[src/rtl/bomberman_pkg.sv]
// Shared types and constants for the bomberman video game.
// Screen geometry, directions and sprite frame indices.
package bomberman_pkg;

  typedef enum logic [2:0] {
    NONE,
    UP,
    DOWN,
    LEFT,
    RIGHT
  } dir_t;

  localparam int HACTIVE     = 800;
  localparam int VACTIVE     = 600;
  localparam int SPRITE_SIZE = 32;

  localparam int X_MAX = HACTIVE - SPRITE_SIZE;
  localparam int Y_MAX = VACTIVE - SPRITE_SIZE;

  localparam logic [2:0] SPR_IDLE  = 3'd0;
  localparam logic [2:0] SPR_DOWN0 = 3'd1;
  localparam logic [2:0] SPR_DOWN1 = 3'd2;
  localparam logic [2:0] SPR_UP0   = 3'd3;
  localparam logic [2:0] SPR_UP1   = 3'd4;
  localparam logic [2:0] SPR_LEFT  = 3'd5;
  localparam logic [2:0] SPR_RIGHT = 3'd6;

  // Opposite presses resolve by priority up > down > left > right.
  function automatic dir_t decode_dir(
    input logic up,
    input logic down,
    input logic left,
    input logic right
  );
    dir_t d;
    d = NONE;
    priority case (1'b1)
      up:      d = UP;
      down:    d = DOWN;
      left:    d = LEFT;
      right:   d = RIGHT;
      default: d = NONE;
    endcase
    return d;
  endfunction

  // Saturate a 12-bit signed coordinate into [0, hi].
  function automatic logic signed [10:0] clamp_axis(
    input logic signed [11:0] v,
    input int                 hi
  );
    logic signed [10:0] r;
    if (v[11]) begin
      r = '0;
    end else if (v > 12'(hi)) begin
      r = 11'(hi);
    end else begin
      r = v[10:0];
    end
    return r;
  endfunction

  function automatic logic [2:0] sprite_of(
    input dir_t d,
    input logic ph
  );
    logic [2:0] s;
    s = SPR_IDLE;
    unique case (d)
      UP:      s = ph ? SPR_UP1 : SPR_UP0;
      DOWN:    s = ph ? SPR_DOWN1 : SPR_DOWN0;
      LEFT:    s = SPR_LEFT;
      RIGHT:   s = SPR_RIGHT;
      default: s = SPR_IDLE;
    endcase
    return s;
  endfunction

endpackage

[src/rtl/player_anim.sv]
// Walk animation state for one player.
// Counter, phase and facing, updated on commit or idle clear.
module player_anim
  import bomberman_pkg::*;
#(
  parameter int ANIM_DIV = 8
) (
  input  logic       clk,
  input  logic       reset,
  input  logic       commit,
  input  logic       clear,
  input  dir_t       dir,
  input  logic       blocked,
  output logic [2:0] sprite_num
);

  localparam int CW =
    (ANIM_DIV > 1) ? $clog2(ANIM_DIV) : 1;
  localparam logic [CW-1:0] CNT_MAX =
    CW'(ANIM_DIV - 1);

  logic [CW-1:0] cnt, cnt_n;
  logic          phase, phase_n;
  dir_t          last_dir;
  logic          same;

  // Next counter/phase for a commit: advance on a continued walk.
  always_comb begin
    cnt_n   = '0;
    phase_n = 1'b0;
    same    = (dir == last_dir) && !blocked;
    if (same) begin
      if (cnt == CNT_MAX) begin
        cnt_n   = '0;
        phase_n = ~phase;
      end else begin
        cnt_n   = cnt + 1'b1;
        phase_n = phase;
      end
    end
  end

  // Animation registers; facing follows dir even when blocked.
  always_ff @(posedge clk or posedge reset) begin
    if (reset) begin
      cnt        <= '0;
      phase      <= 1'b0;
      last_dir   <= NONE;
      sprite_num <= SPR_IDLE;
    end else if (clear) begin
      cnt        <= '0;
      phase      <= 1'b0;
      last_dir   <= NONE;
      sprite_num <= SPR_IDLE;
    end else if (commit) begin
      cnt        <= cnt_n;
      phase      <= phase_n;
      last_dir   <= dir;
      sprite_num <= sprite_of(dir, phase_n);
    end
  end

endmodule

[src/rtl/player1_ctrl.sv]
// Player 1 position controller.
// Per-frame move request to the collision checker, commit on ack.
module player1_ctrl
  import bomberman_pkg::*;
#(
  parameter int START_X  = 32,
  parameter int START_Y  = 32,
  parameter int STEP     = 2,
  parameter int ANIM_DIV = 8
) (
  input  logic               clk,
  input  logic               reset,
  input  logic               frame_tick,
  input  logic               btn_up,
  input  logic               btn_down,
  input  logic               btn_left,
  input  logic               btn_right,
  output logic               cand_valid,
  output logic signed [10:0] cand_x,
  output logic signed [10:0] cand_y,
  input  logic               cand_ack,
  input  logic               cand_blocked,
  output logic signed [10:0] centerX1,
  output logic signed [10:0] centerY1,
  output logic [2:0]         sprite_num
);

  typedef enum logic {
    IDLE,
    REQ
  } state_t;

  localparam logic signed [11:0] STEP12 =
    12'(STEP);

  state_t             state, state_n;
  dir_t               dir_in, dir_q;
  logic signed [11:0] x_w, y_w;
  logic signed [10:0] nxt_x, nxt_y;
  logic               tick_go, tick_none;
  logic               accept;

  assign dir_in = decode_dir(
    btn_up, btn_down, btn_left, btn_right);

  assign tick_go   = (state == IDLE) && frame_tick
                  && (dir_in != NONE);
  assign tick_none = (state == IDLE) && frame_tick
                  && (dir_in == NONE);
  assign accept    = (state == REQ) && cand_valid
                  && cand_ack;

  // Candidate one step away, widened so edges never wrap.
  always_comb begin
    x_w = {centerX1[10], centerX1};
    y_w = {centerY1[10], centerY1};
    unique case (dir_in)
      UP:      y_w = y_w - STEP12;
      DOWN:    y_w = y_w + STEP12;
      LEFT:    x_w = x_w - STEP12;
      RIGHT:   x_w = x_w + STEP12;
      default: ;
    endcase
    nxt_x = clamp_axis(x_w, X_MAX);
    nxt_y = clamp_axis(y_w, Y_MAX);
  end

  // FSM state register.
  always_ff @(posedge clk or posedge reset) begin
    if (reset) begin
      state <= IDLE;
    end else begin
      state <= state_n;
    end
  end

  // FSM next state: request on a directed tick, return on ack.
  always_comb begin
    state_n = state;
    unique case (state)
      IDLE: if (tick_go) state_n = REQ;
      REQ:  if (accept)  state_n = IDLE;
      default: state_n = IDLE;
    endcase
  end

  // Handshake and position registers; all outputs registered.
  always_ff @(posedge clk or posedge reset) begin
    if (reset) begin
      cand_valid <= 1'b0;
      cand_x     <= 11'(START_X);
      cand_y     <= 11'(START_Y);
      centerX1   <= 11'(START_X);
      centerY1   <= 11'(START_Y);
      dir_q      <= NONE;
    end else begin
      if (tick_go) begin
        cand_valid <= 1'b1;
        cand_x     <= nxt_x;
        cand_y     <= nxt_y;
        dir_q      <= dir_in;
      end
      if (accept) begin
        cand_valid <= 1'b0;
        if (!cand_blocked) begin
          centerX1 <= cand_x;
          centerY1 <= cand_y;
        end
      end
    end
  end

  player_anim #(
    .ANIM_DIV (ANIM_DIV)
  ) u_anim (
    .clk        (clk),
    .reset      (reset),
    .commit     (accept),
    .clear      (tick_none),
    .dir        (dir_q),
    .blocked    (cand_blocked),
    .sprite_num (sprite_num)
  );

endmodule

[config.mk]
export PLATFORM = sky130hd
export DESIGN_NAME = player1_ctrl
export DESIGN_NICKNAME = d
export VERILOG_FILES = /design/src/rtl/bomberman_pkg.sv /design/src/rtl/player_anim.sv /design/src/rtl/player1_ctrl.sv
export SDC_FILE = /design/constraint.sdc
export NUM_CORES = 1
export LEC_CHECK = 0
export ABC_AREA = 1
export CORE_UTILIZATION = 45
export CTS_CLUSTER_SIZE = 14
export DETAILED_ROUTE_END_ITERATION = 7
export PLACE_DENSITY = 0.68
export RECOVER_POWER = 100
export SYNTH_ARGS = -nofsm -noshare
export SYNTH_HDL_FRONTEND = slang
export SYNTH_HIERARCHICAL = 1
export SYNTH_SLANG_ARGS = --single-unit
[constraint.sdc]
create_clock -name clk -period 5.87 [get_ports clk]
set_input_delay 1.174 -clock clk [delete_from_list [all_inputs] [get_ports clk]]
set_output_delay 1.174 -clock clk [all_outputs]
set_load 0.02 [all_outputs]
Word-level counts from Yosys, hierarchy flattened
Cells that the tools add are included.
{"block": "totals", "out_inout_bits": 48, "ff_bits": 59, "word_cells": 73, "input_bits": 9}
{"block": "classes", "n_reduce_logical": 12, "muxes": 30, "n_lt_le_gt_ge": 2, "n_addsub": 5, "n_eq_ne": 10, "bitwise_logic": 3}
{"operator": "$pmux W12 S2", "n": 2}
{"operator": "$mux W11", "n": 4}
{"operator": "$mux W3", "n": 13}
{"operator": "$add A11 B3 Y12 const B", "n": 2}
{"operator": "$gt A12 B11 Y1 const B", "n": 2}
{"operator": "$sub A11 B3 Y12 const B", "n": 2}
{"operator": "$eq A3 B2 Y1 const B", "n": 4}
{"operator": "$pmux W3 S4", "n": 1}
{"operator": "$eq A3 B3 Y1 const B", "n": 3}
{"operator": "$mux W1", "n": 8}
{"operator": "$eq A3 B1 Y1 const B", "n": 2}
{"operator": "$logic_and A1 B1 Y1", "n": 6}
{"operator": "$reduce_bool A2 Y1", "n": 2}
{"operator": "$add A3 B1 Y3 const B", "n": 1}
{"operator": "$eq A3 B3 Y1", "n": 1}
{"operator": "$logic_not A3 Y1", "n": 1}
{"operator": "$not A1 Y1", "n": 3}
{"operator": "$reduce_bool A3 Y1", "n": 1}
{"operator": "$mux W2", "n": 1}
{"operator": "$pmux W1 S2", "n": 1}
{"operator": "$reduce_and A2 Y1", "n": 1}
{"operator": "$logic_not A1 Y1", "n": 1}

Longest topological paths before layout
Gate-level depths: netlist (run 1).
{"block": "depth", "depth_word": 9, "depth_mapped": 19, "depth_no_buf": 19}

Hierarchy
The synthesis (run 1) kept the hierarchy.
{"mod": "player1_ctrl", "cells_per_inst": 441, "seq_area_each_um2": 1231.2, "instances": 1, "area_per_inst_um2": 3337.0}
{"mod": "player_anim", "cells_per_inst": 76, "seq_area_each_um2": 250.2, "instances": 1, "area_per_inst_um2": 571.8}

Least setup slack after synthesis (run 1)
No wires, ideal clock.
{"block": "synth_path", "path_type": "input to register", "startpoint": "input btn_down", "endpoint": "register cand_x[8]", "required_time_ps": 5741, "setup_ps": 129, "setup_slack_ps": 2659, "n_path_buf": 0, "t_arrival_ps": 3082, "path_stages": 14, "path_cell_list": "inv_2 nand3_4 inv_2 nand2_1 ha_1 a21oi_1 nand3_1 nand4_1 nand2_1 or2_2 nand3_2 nand2_1 nand2_1 o21ai_0"}
{"block": "synth_between", "elab_chain_cells": 7, "word_cells_on_any_way": 10, "classes_between": "order compare: 1; eq/ne: 2; mux: 5; reduce/logical: 2"}
{"item": "from (decl)", "line": "player1_ctrl.sv:15", "text": "input logic btn_down,"}
{"item": "$mux W3 (*) (2 in series)", "line": "bomberman_pkg.sv:37", "text": "priority case (1'b1)"}
{"item": "$eq A3 B3 Y1 / $eq A3 B2 Y1 (equally long branches)", "line": "player1_ctrl.sv:57", "text": "unique case (dir_in)"}
{"item": "$pmux W12 S2", "line": "player1_ctrl.sv:57"}
{"item": "$gt A12 B11 Y1", "line": "bomberman_pkg.sv:55", "text": "end else if (v > 12'(hi)) begin"}
{"item": "$mux W11", "line": "bomberman_pkg.sv:55"}
{"item": "$mux W11", "line": "bomberman_pkg.sv:53", "text": "if (v[11]) begin"}
{"item": "to (signal assigned)", "line": "player1_ctrl.sv:91", "text": "cand_x <= 11'(START_X);"}
{"item": "to (signal assigned)", "line": "player1_ctrl.sv:99", "text": "cand_x <= nxt_x;"}
{"item": "to (decl)", "line": "player1_ctrl.sv:19", "text": "output logic signed [10:0] cand_x,"}
Mark *: on every way between the ends. The rest lies on a longest branch, timed or not.
A chain may end at the register's enable or synchronous reset.

Final worst setup path (run 1)
{"block": "layout_path", "startpoint": "input btn_left", "endpoint": "register cand_x[9]"}
{"block": "layout_between", "elab_chain_cells": 8, "word_cells_on_any_way": 11, "classes_between": "order compare: 1; eq/ne: 2; mux: 6; reduce/logical: 2"}
{"item": "from (decl)", "line": "player1_ctrl.sv:16", "text": "input logic btn_left,"}
{"item": "$mux W3 (*) (3 in series)", "line": "bomberman_pkg.sv:37"}
{"item": "$eq A3 B3 Y1 / $eq A3 B2 Y1 (equally long branches)", "line": "player1_ctrl.sv:57"}
{"item": "$pmux W12 S2", "line": "player1_ctrl.sv:57"}
{"item": "$gt A12 B11 Y1", "line": "bomberman_pkg.sv:55"}
{"item": "$mux W11", "line": "bomberman_pkg.sv:55"}
{"item": "$mux W11", "line": "bomberman_pkg.sv:53"}
Marked as above.

==> metrics.txt, run 1 <==
worst hold path startpoint=cand_y[5]; peak supply drop=between 0.1 and 0.15 mV; post-route fraction of the period consumed by the critical path=73.70%; highest metal layer with signal wires=met4; maximum number of pins on one net before global-route repair=50; count of input and output buffers=between 50 and 60; Crit Path Class=in2reg; number of cells on the worst reg-to-reg path=10; Post-synth EDFFs=0; clock latency reported for the late side of the worst-skew pair=350 ps; async set-or-reset flop fraction in the synthesized netlist=100.0%; total via count after detailed routing=around 3500; Slew @ Worst Pin=1884 ps; residual DRC count=0; clock tree from TritonCTS=yes; highest clock frequency the design can meet=0.2311 GHz; most instantiated cells after synthesis=sky130_fd_sc_hd__nand2_1 (175), sky130_fd_sc_hd__inv_1 (59), sky130_fd_sc_hd__dfrtp_1 (55); number of max-cap violations=1; Worst Skew=roughly 12 ps; number of standard cells after synthesis=517; number of sinks handled by clock tree synthesis=59; Routability Congestion=0.8789; number of clock buffers inserted by TritonCTS=9; most frequent cell after synthesis=sky130_fd_sc_hd__nand2_1; number of cells on the worst hold path=2; register bit total from synthesis=59; DRT antenna net count=0; final layout net count=610; number of global-route vias before repair=3367; launch point of the worst reg-to-reg path=centerX1[5]; met2 WL=4.417 mm; run status=finished with violations; flop-to-flop setup slack=3440 ps; Setup crit start kind=input port; total iterations of the first detailed-routing run=4; Final Slew Violations=50; violations in the final reports=max-capacitance violations, max-slew violations; worst reg2reg endpoint=cand_x[9]; critical path endpoint category=flop; distinct cell type count after synthesis=43; leakage component of the power=around 2.6 nW; clock share of power=39.9%; largest cells by area after synthesis=sky130_fd_sc_hd__dfrtp_1 (35%), sky130_fd_sc_hd__nand2_1 (17%), sky130_fd_sc_hd__ha_1 (6.7%); placeable core region=8299 um2; cell breakdown of the critical path=dlygate4sd3_1 -> clkinv_1 -> nand3_1 -> clkinv_1 -> nand2_1 -> ha_1 -> a21oi_1 -> nand3_1 -> nand4_1 -> nand2_1 -> or2_2 -> nand3_1 -> nand2_1 -> nand2_1 -> o21ai_0; area growth from synthesis to final layout=19.81%; number of antenna violations at the first check in global routing=0; Combinational Power Share=13.0%; number of top-level design ports=57; area enclosed by the die boundary=9063 um2; maximum clock path buffer count=2; area leader, netlist=sky130_fd_sc_hd__dfrtp_1; internal power summed over all cells=0.6304 mW; Tightest Hold Check Type=reg2reg; total routing resource utilization after global routing=22.55%; Post-CTS Setup Bufs=0; most repeated library cell on the critical path=sky130_fd_sc_hd__nand2_1; final worst path period need=~4300 ps; Post-synth top flop=sky130_fd_sc_hd__dfrtp_1; worst rel slew slack=-25.71%; ratio of total power to cell area=184.3 nW/um2; average size of a mapped cell=around 7.6 um2; required time worst endpoint=6060 ps; switching share of power=26.97%; final count of hold timing violations=0; sum of net half-perimeters after detailed placement=6.830 mm; Max H-tree Level=3; Largest stage delay, worst path=about 660 ps; Rows=33; Mapped Nets=549; Die Width=95.20 um; routed length on met1=4.445 mm; cell family with the largest share of critical-path delay=simple AND/OR/NAND/NOR gates; wire length of the first global-routing pass=between 15 and 20 mm; switching power=approximately 0.23 mW; post-cts hold buffer count=0; final wirelength=9.336 mm; initial drt markers=170; top fanout value on the critical path=11; Antenna Diode Count=0; endpoint with the worst hold slack=cand_y[5]; Syn. warnings=6; met3 layer wire length in the routed design=~380 um; Reg power frac=47.1%; final number of setup-violating endpoints=0; WP data arrival=4510 ps; number of instances resized during post-cts repair=0; CTS clock-pin slew for the worst setup and hold paths=70 ps; Hold Slack=between 400 and 500 ps; WL/cell=13.57 um; initial core utilization=47.10%; setup repair after global routing missed its margin=no; total negative slack=0 ps; synthesized area=just under 4000 um2; proportion of layout cells with a drive suffix above 1=under 10%; Yosys top cell area share=a little over a third; number of buffer and inverter instances along the worst setup path=3; Die Y-Extent=roughly 95 um; Vias per Instance=around 5.1; root cell of the clock tree=sky130_fd_sc_hd__clkbuf_8; sequential area share after synthesis=37.90%; grt total ovfl=0; Slowest cell on crit path=sky130_fd_sc_hd__dlygate4sd3_1
==> layer usage <==
layer	vias to the layer above	track usage, %
met4	0	6.187
met5	-	0
li1	1795	-
met2	65	37.44
met3	9	5.662
met1	1640	29.03
==> per-stage QoR <==
step	worst slack (ps)	instance area, um2	utilization [%]	power, mW	cells
6_report	1544	4683	56.43	0.8632	688
5_1_grt	1327	4683	56.43	0.9033	688
4_1_cts	2050	4741	57.12	0.8748	688
3_5_place_dp	1695	4558	54.92	0.5284	672
3_3_place_gp	1741	4558	54.92	0.5264	672
2_1_floorplan	2659	3909	-	0.5044	517
==> worst max-delay path by stage <==
stage              from         to  depth (start not counted)
6_report       btn_left  cand_x[9]                         15
5_1_grt        btn_left  cand_x[9]                         15
4_1_cts        btn_left  cand_x[9]                         15
3_5_place_dp   btn_left  cand_x[9]                         15
3_3_place_gp   btn_left  cand_x[9]                         15
2_1_floorplan  btn_down  cand_x[8]                         14
==> power by group through the flow <==
stage	clock network (mW)	registers, mW	logic (mW)
floorplan	0	0.414	0.0903
global placement	0	0.414	0.112
detailed placement	0	0.414	0.114
CTS	0.353	0.407	0.115
global route	0.370	0.406	0.127
finish	0.345	0.407	0.112
==> worst register-to-register path, stage by stage (launching register included) <==
cell and delay, ps:
sky130_fd_sc_hd__dfstp_2 570, sky130_fd_sc_hd__ha_1 280, sky130_fd_sc_hd__a21oi_1 220, sky130_fd_sc_hd__nand3_1 160
sky130_fd_sc_hd__nand4_1 100, sky130_fd_sc_hd__nand2_1 70, sky130_fd_sc_hd__or2_2 270, sky130_fd_sc_hd__nand3_1 330
sky130_fd_sc_hd__nand2_1 100, sky130_fd_sc_hd__nand2_1 80, sky130_fd_sc_hd__o21ai_0 80
==> kinds of logic after synthesis <==
| logic type | count (synthesis) | share of synthesized area (%) |
|---|---|---|
| AOI/OAI and AO/OA | 47 | 7.907 |
| xor gates and xnor gates | 5 | 1.121 |
| adders and majority gates | 23 | 7.746 |
| buffers and inverters | 76 | 8.034 |
| DFF | 59 | 37.90 |
| muxes | 12 | 3.457 |
| and+or+nand+nor | 295 | 33.83 |
==> layout make-up <==
cell class,count,area (um2)
clock inverter,2,10.01
inverter,69,264.0
fill,811,3616
timing repair buffer,57,564.3
clock buffer,14,172.7
sequential,59,1481
multi-input combinational,382,2059
tap,105,131.4
==> sequential cells by signal (all words and copies together), names as in the netlist <==
name               cells
cand_x                11
cand_y                11
centerX1              11
centerY1              11
dir_q                  3
u_anim/cnt             3
u_anim/last_dir        3
u_anim/sprite_num      3
cand_valid             1
state                  1
u_anim/phase           1
==> cells in the final DEF, fill, tap and decap left out, types with 3 or more instances in the layout <==
| cell | instances |
|---|---|
| sky130_fd_sc_hd__nand2_1 | 176 |
| sky130_fd_sc_hd__inv_1 | 60 |
| sky130_fd_sc_hd__dfrtp_1 | 55 |
| sky130_fd_sc_hd__dlygate4sd3_1 | 51 |
| sky130_fd_sc_hd__nor2_1 | 40 |
| sky130_fd_sc_hd__nand3_1 | 36 |
| sky130_fd_sc_hd__ha_1 | 21 |
| sky130_fd_sc_hd__nand4_1 | 18 |
| sky130_fd_sc_hd__o21ai_0 | 17 |
| sky130_fd_sc_hd__a21oi_1 | 15 |
| sky130_fd_sc_hd__mux2_2 | 12 |
| sky130_fd_sc_hd__clkbuf_8 | 12 |
| sky130_fd_sc_hd__inv_2 | 5 |
| sky130_fd_sc_hd__nand3_2 | 5 |
| sky130_fd_sc_hd__nor3_1 | 5 |
| sky130_fd_sc_hd__clkdlybuf4s50_1 | 5 |
| sky130_fd_sc_hd__nand2_2 | 4 |
| sky130_fd_sc_hd__dfstp_2 | 4 |
| sky130_fd_sc_hd__nand2_4 | 3 |
| sky130_fd_sc_hd__xnor2_1 | 3 |
| sky130_fd_sc_hd__clkbuf_1 | 3 |
| sky130_fd_sc_hd__o22ai_1 | 3 |
(Power assumes the default switching activity.)
==> inputs of run 2 (changes only) <==
- clock period: 5.87 -> 4.3 ns (I/O delays scaled with it)
==> run 2 against run 1 <==
The flow still finishes with violations (max-capacitance violations, max-slew violations). Die area unchanged. Total power is 46% higher. Routed wire length is 0.80% higher. Register-to-register slack worse by 1500 ps. Sequential power increased by 36%. Final cell count did not move. Sequential cell count unchanged. Critical path depth stayed put. Critical path type unchanged.
==> metrics.txt, run 2 (synthesis gave the netlist of run 1 again) <==
Slew @ Worst Pin=1889 ps; number of instances resized during post-cts repair=0; count of fill cells added during filler insertion=784; initial drt markers=181; worst rel slew slack=-26.05%; Worst Skew=8.926 ps; Setup crit start kind=input port; area enclosed by the die boundary=9063 um2; setup repair after global routing missed its margin=no; leakage component of the power=around 2.7 nW; number of antenna violations at the first check in global routing=0; total iterations of the first detailed-routing run=4; Rows=33; maximum number of pins on one net before global-route repair=50; Final Util=56.94%; final number of setup-violating endpoints=0; proportion of layout cells with a drive suffix above 1=9.777%; Vias per Instance=5.145; number of global-route vias before repair=3389; residual DRC count=0; post-route setup slack=536.9 ps; count of input and output buffers=56; critical path endpoint category=flop; WL/cell=13.68 um; Routability Congestion=0.8788; most common library cell in the layout ignoring fill and taps=sky130_fd_sc_hd__nand2_1; number of sinks handled by clock tree synthesis=59; peak supply drop=0.1682 mV; Post-CTS Setup Bufs=0; final layout net count=610; launch point of the worst reg-to-reg path=cand_valid; ratio of total power to cell area=267.2 nW/um2; CTS clock-pin slew for the worst setup and hold paths=70 ps; clock tree from TritonCTS=yes; number of max-cap violations=1; CP endpoint=cand_x[9]; clock latency reported for the late side of the worst-skew pair=350 ps; top library cells by usage in the layout, fill and taps aside=sky130_fd_sc_hd__nand2_1 (175), sky130_fd_sc_hd__inv_1 (61), sky130_fd_sc_hd__dfrtp_1 (55), sky130_fd_sc_hd__dlygate4sd3_1 (51), sky130_fd_sc_hd__nor2_1 (40); post-cts hold buffer count=0; area growth from synthesis to final layout=20.90%; Tightest Hold Check Type=reg2reg; Crit Path Class=in2reg; post-route fraction of the period consumed by the critical path=between 80% and 90%; final count of hold timing violations=0; grt total ovfl=0; total via count after detailed routing=3540; final instance area=4726 um2; WP data arrival=3950 ps; sum of net half-perimeters after detailed placement=around 7 mm; Antenna Diode Count=0; worst reg2reg endpoint=centerX1[4]; crit path launch=btn_left; number of cells on the worst hold path=2; number of top-level design ports=57; number of clock buffers inserted by TritonCTS=9; run status=finished with violations; Final Slew Violations=50; final wirelength=9.411 mm; root cell of the clock tree=sky130_fd_sc_hd__clkbuf_8; initial core utilization=47.10%; violations in the final reports=max-capacitance violations, max-slew violations; Die Y-Extent=95.20 um; placeable core region=around 8300 um2; number of cells on the worst reg-to-reg path=5; wire length of the first global-routing pass=15.69 mm; Placement Setup Slack=434.3 ps; required time worst endpoint=around 4500 ps; maximum clock path buffer count=2; Die Width=between 90 and 100 um; Hold Slack=477.4 ps; Max H-tree Level=3; total routing resource utilization after global routing=a little under a quarter; DRT antenna net count=0; Placed Instance Area=around 4600 um2; final worst path period need=between 3000 and 4000 ps; highest clock frequency the design can meet=0.2657 GHz; total negative slack=0 ps; top fanout value on the critical path=11; flop-to-flop setup slack=just under 2000 ps
## run 2: cell types whose count changed in the layout (fill, tap and decap cells not counted), sizes merged
| cell | change |
|---|---|
| clkbuf | -3 |
| clkinvlp | +1 |
| bufinv | +2 |
## run 2: routing by layer
metal / vias to the layer above / track usage (%) / share of wire [%] / wire [um]
li1: 1789 / - / - / -
met4: 0 / 8.081 / 1.7 / 163
met2: 74 / 36.96 / 47 / 4441
met5: - / 0 / 0 / 0
met1: 1665 / 29.10 / 47 / 4412
met3: 12 / 4.944 / 4.2 / 393
## run 2: where the power goes
part	switching [mW]	internal (mW)	leakage [nW]
clock network	0.230	0.325	0.103
logic	0.103	0.0505	1.82
registers	0	0.555	0.737
## run 2: how the worst min path moves through the flow
stage                         startpoint                   end  slack [ps]
global route                   cand_x[5]             cand_x[5]         510
detailed placement  u_anim/sprite_num[0]  u_anim/sprite_num[0]         470
finish                         cand_y[5]             cand_y[5]         480
CTS                            cand_y[5]             cand_y[5]         480
floorplan                  u_anim/cnt[1]         u_anim/cnt[1]         450
global placement    u_anim/sprite_num[1]  u_anim/sprite_num[1]         460
## run 2: worst max-delay path, cell delays in order
cell and delay [ps]:
sky130_fd_sc_hd__dlygate4sd3_1 660, sky130_fd_sc_hd__clkinv_1 120, sky130_fd_sc_hd__nand3_1 270, sky130_fd_sc_hd__inv_2 60, sky130_fd_sc_hd__nand2_1 340, sky130_fd_sc_hd__ha_1 370, sky130_fd_sc_hd__a21oi_1 210, sky130_fd_sc_hd__nand3_1 170
sky130_fd_sc_hd__nand4_1 110, sky130_fd_sc_hd__nand2_1 70, sky130_fd_sc_hd__or2_2 280, sky130_fd_sc_hd__nand3_2 190, sky130_fd_sc_hd__nand2_1 80, sky130_fd_sc_hd__nand2_1 70, sky130_fd_sc_hd__o21ai_0 80
## run 2: area by class of cell
class	count	area, um2	area share (%)
Clock inverter	5	77.57	1.642
Tap cell	105	131.4	2.780
Multi-Input combinational cell	382	2076	43.92
Timing Repair Buffer	57	564.3	11.94
Sequential cell	59	1481	31.35
Inverter	69	264.0	5.586
Clock buffer	11	131.4	2.780
## run 2: stage by stage
stage	cells	power, mW
finish	688	1.263
global route	688	1.315
CTS	688	1.276
detailed placement	672	0.7210
global placement	672	0.7186
floorplan	517	0.6886
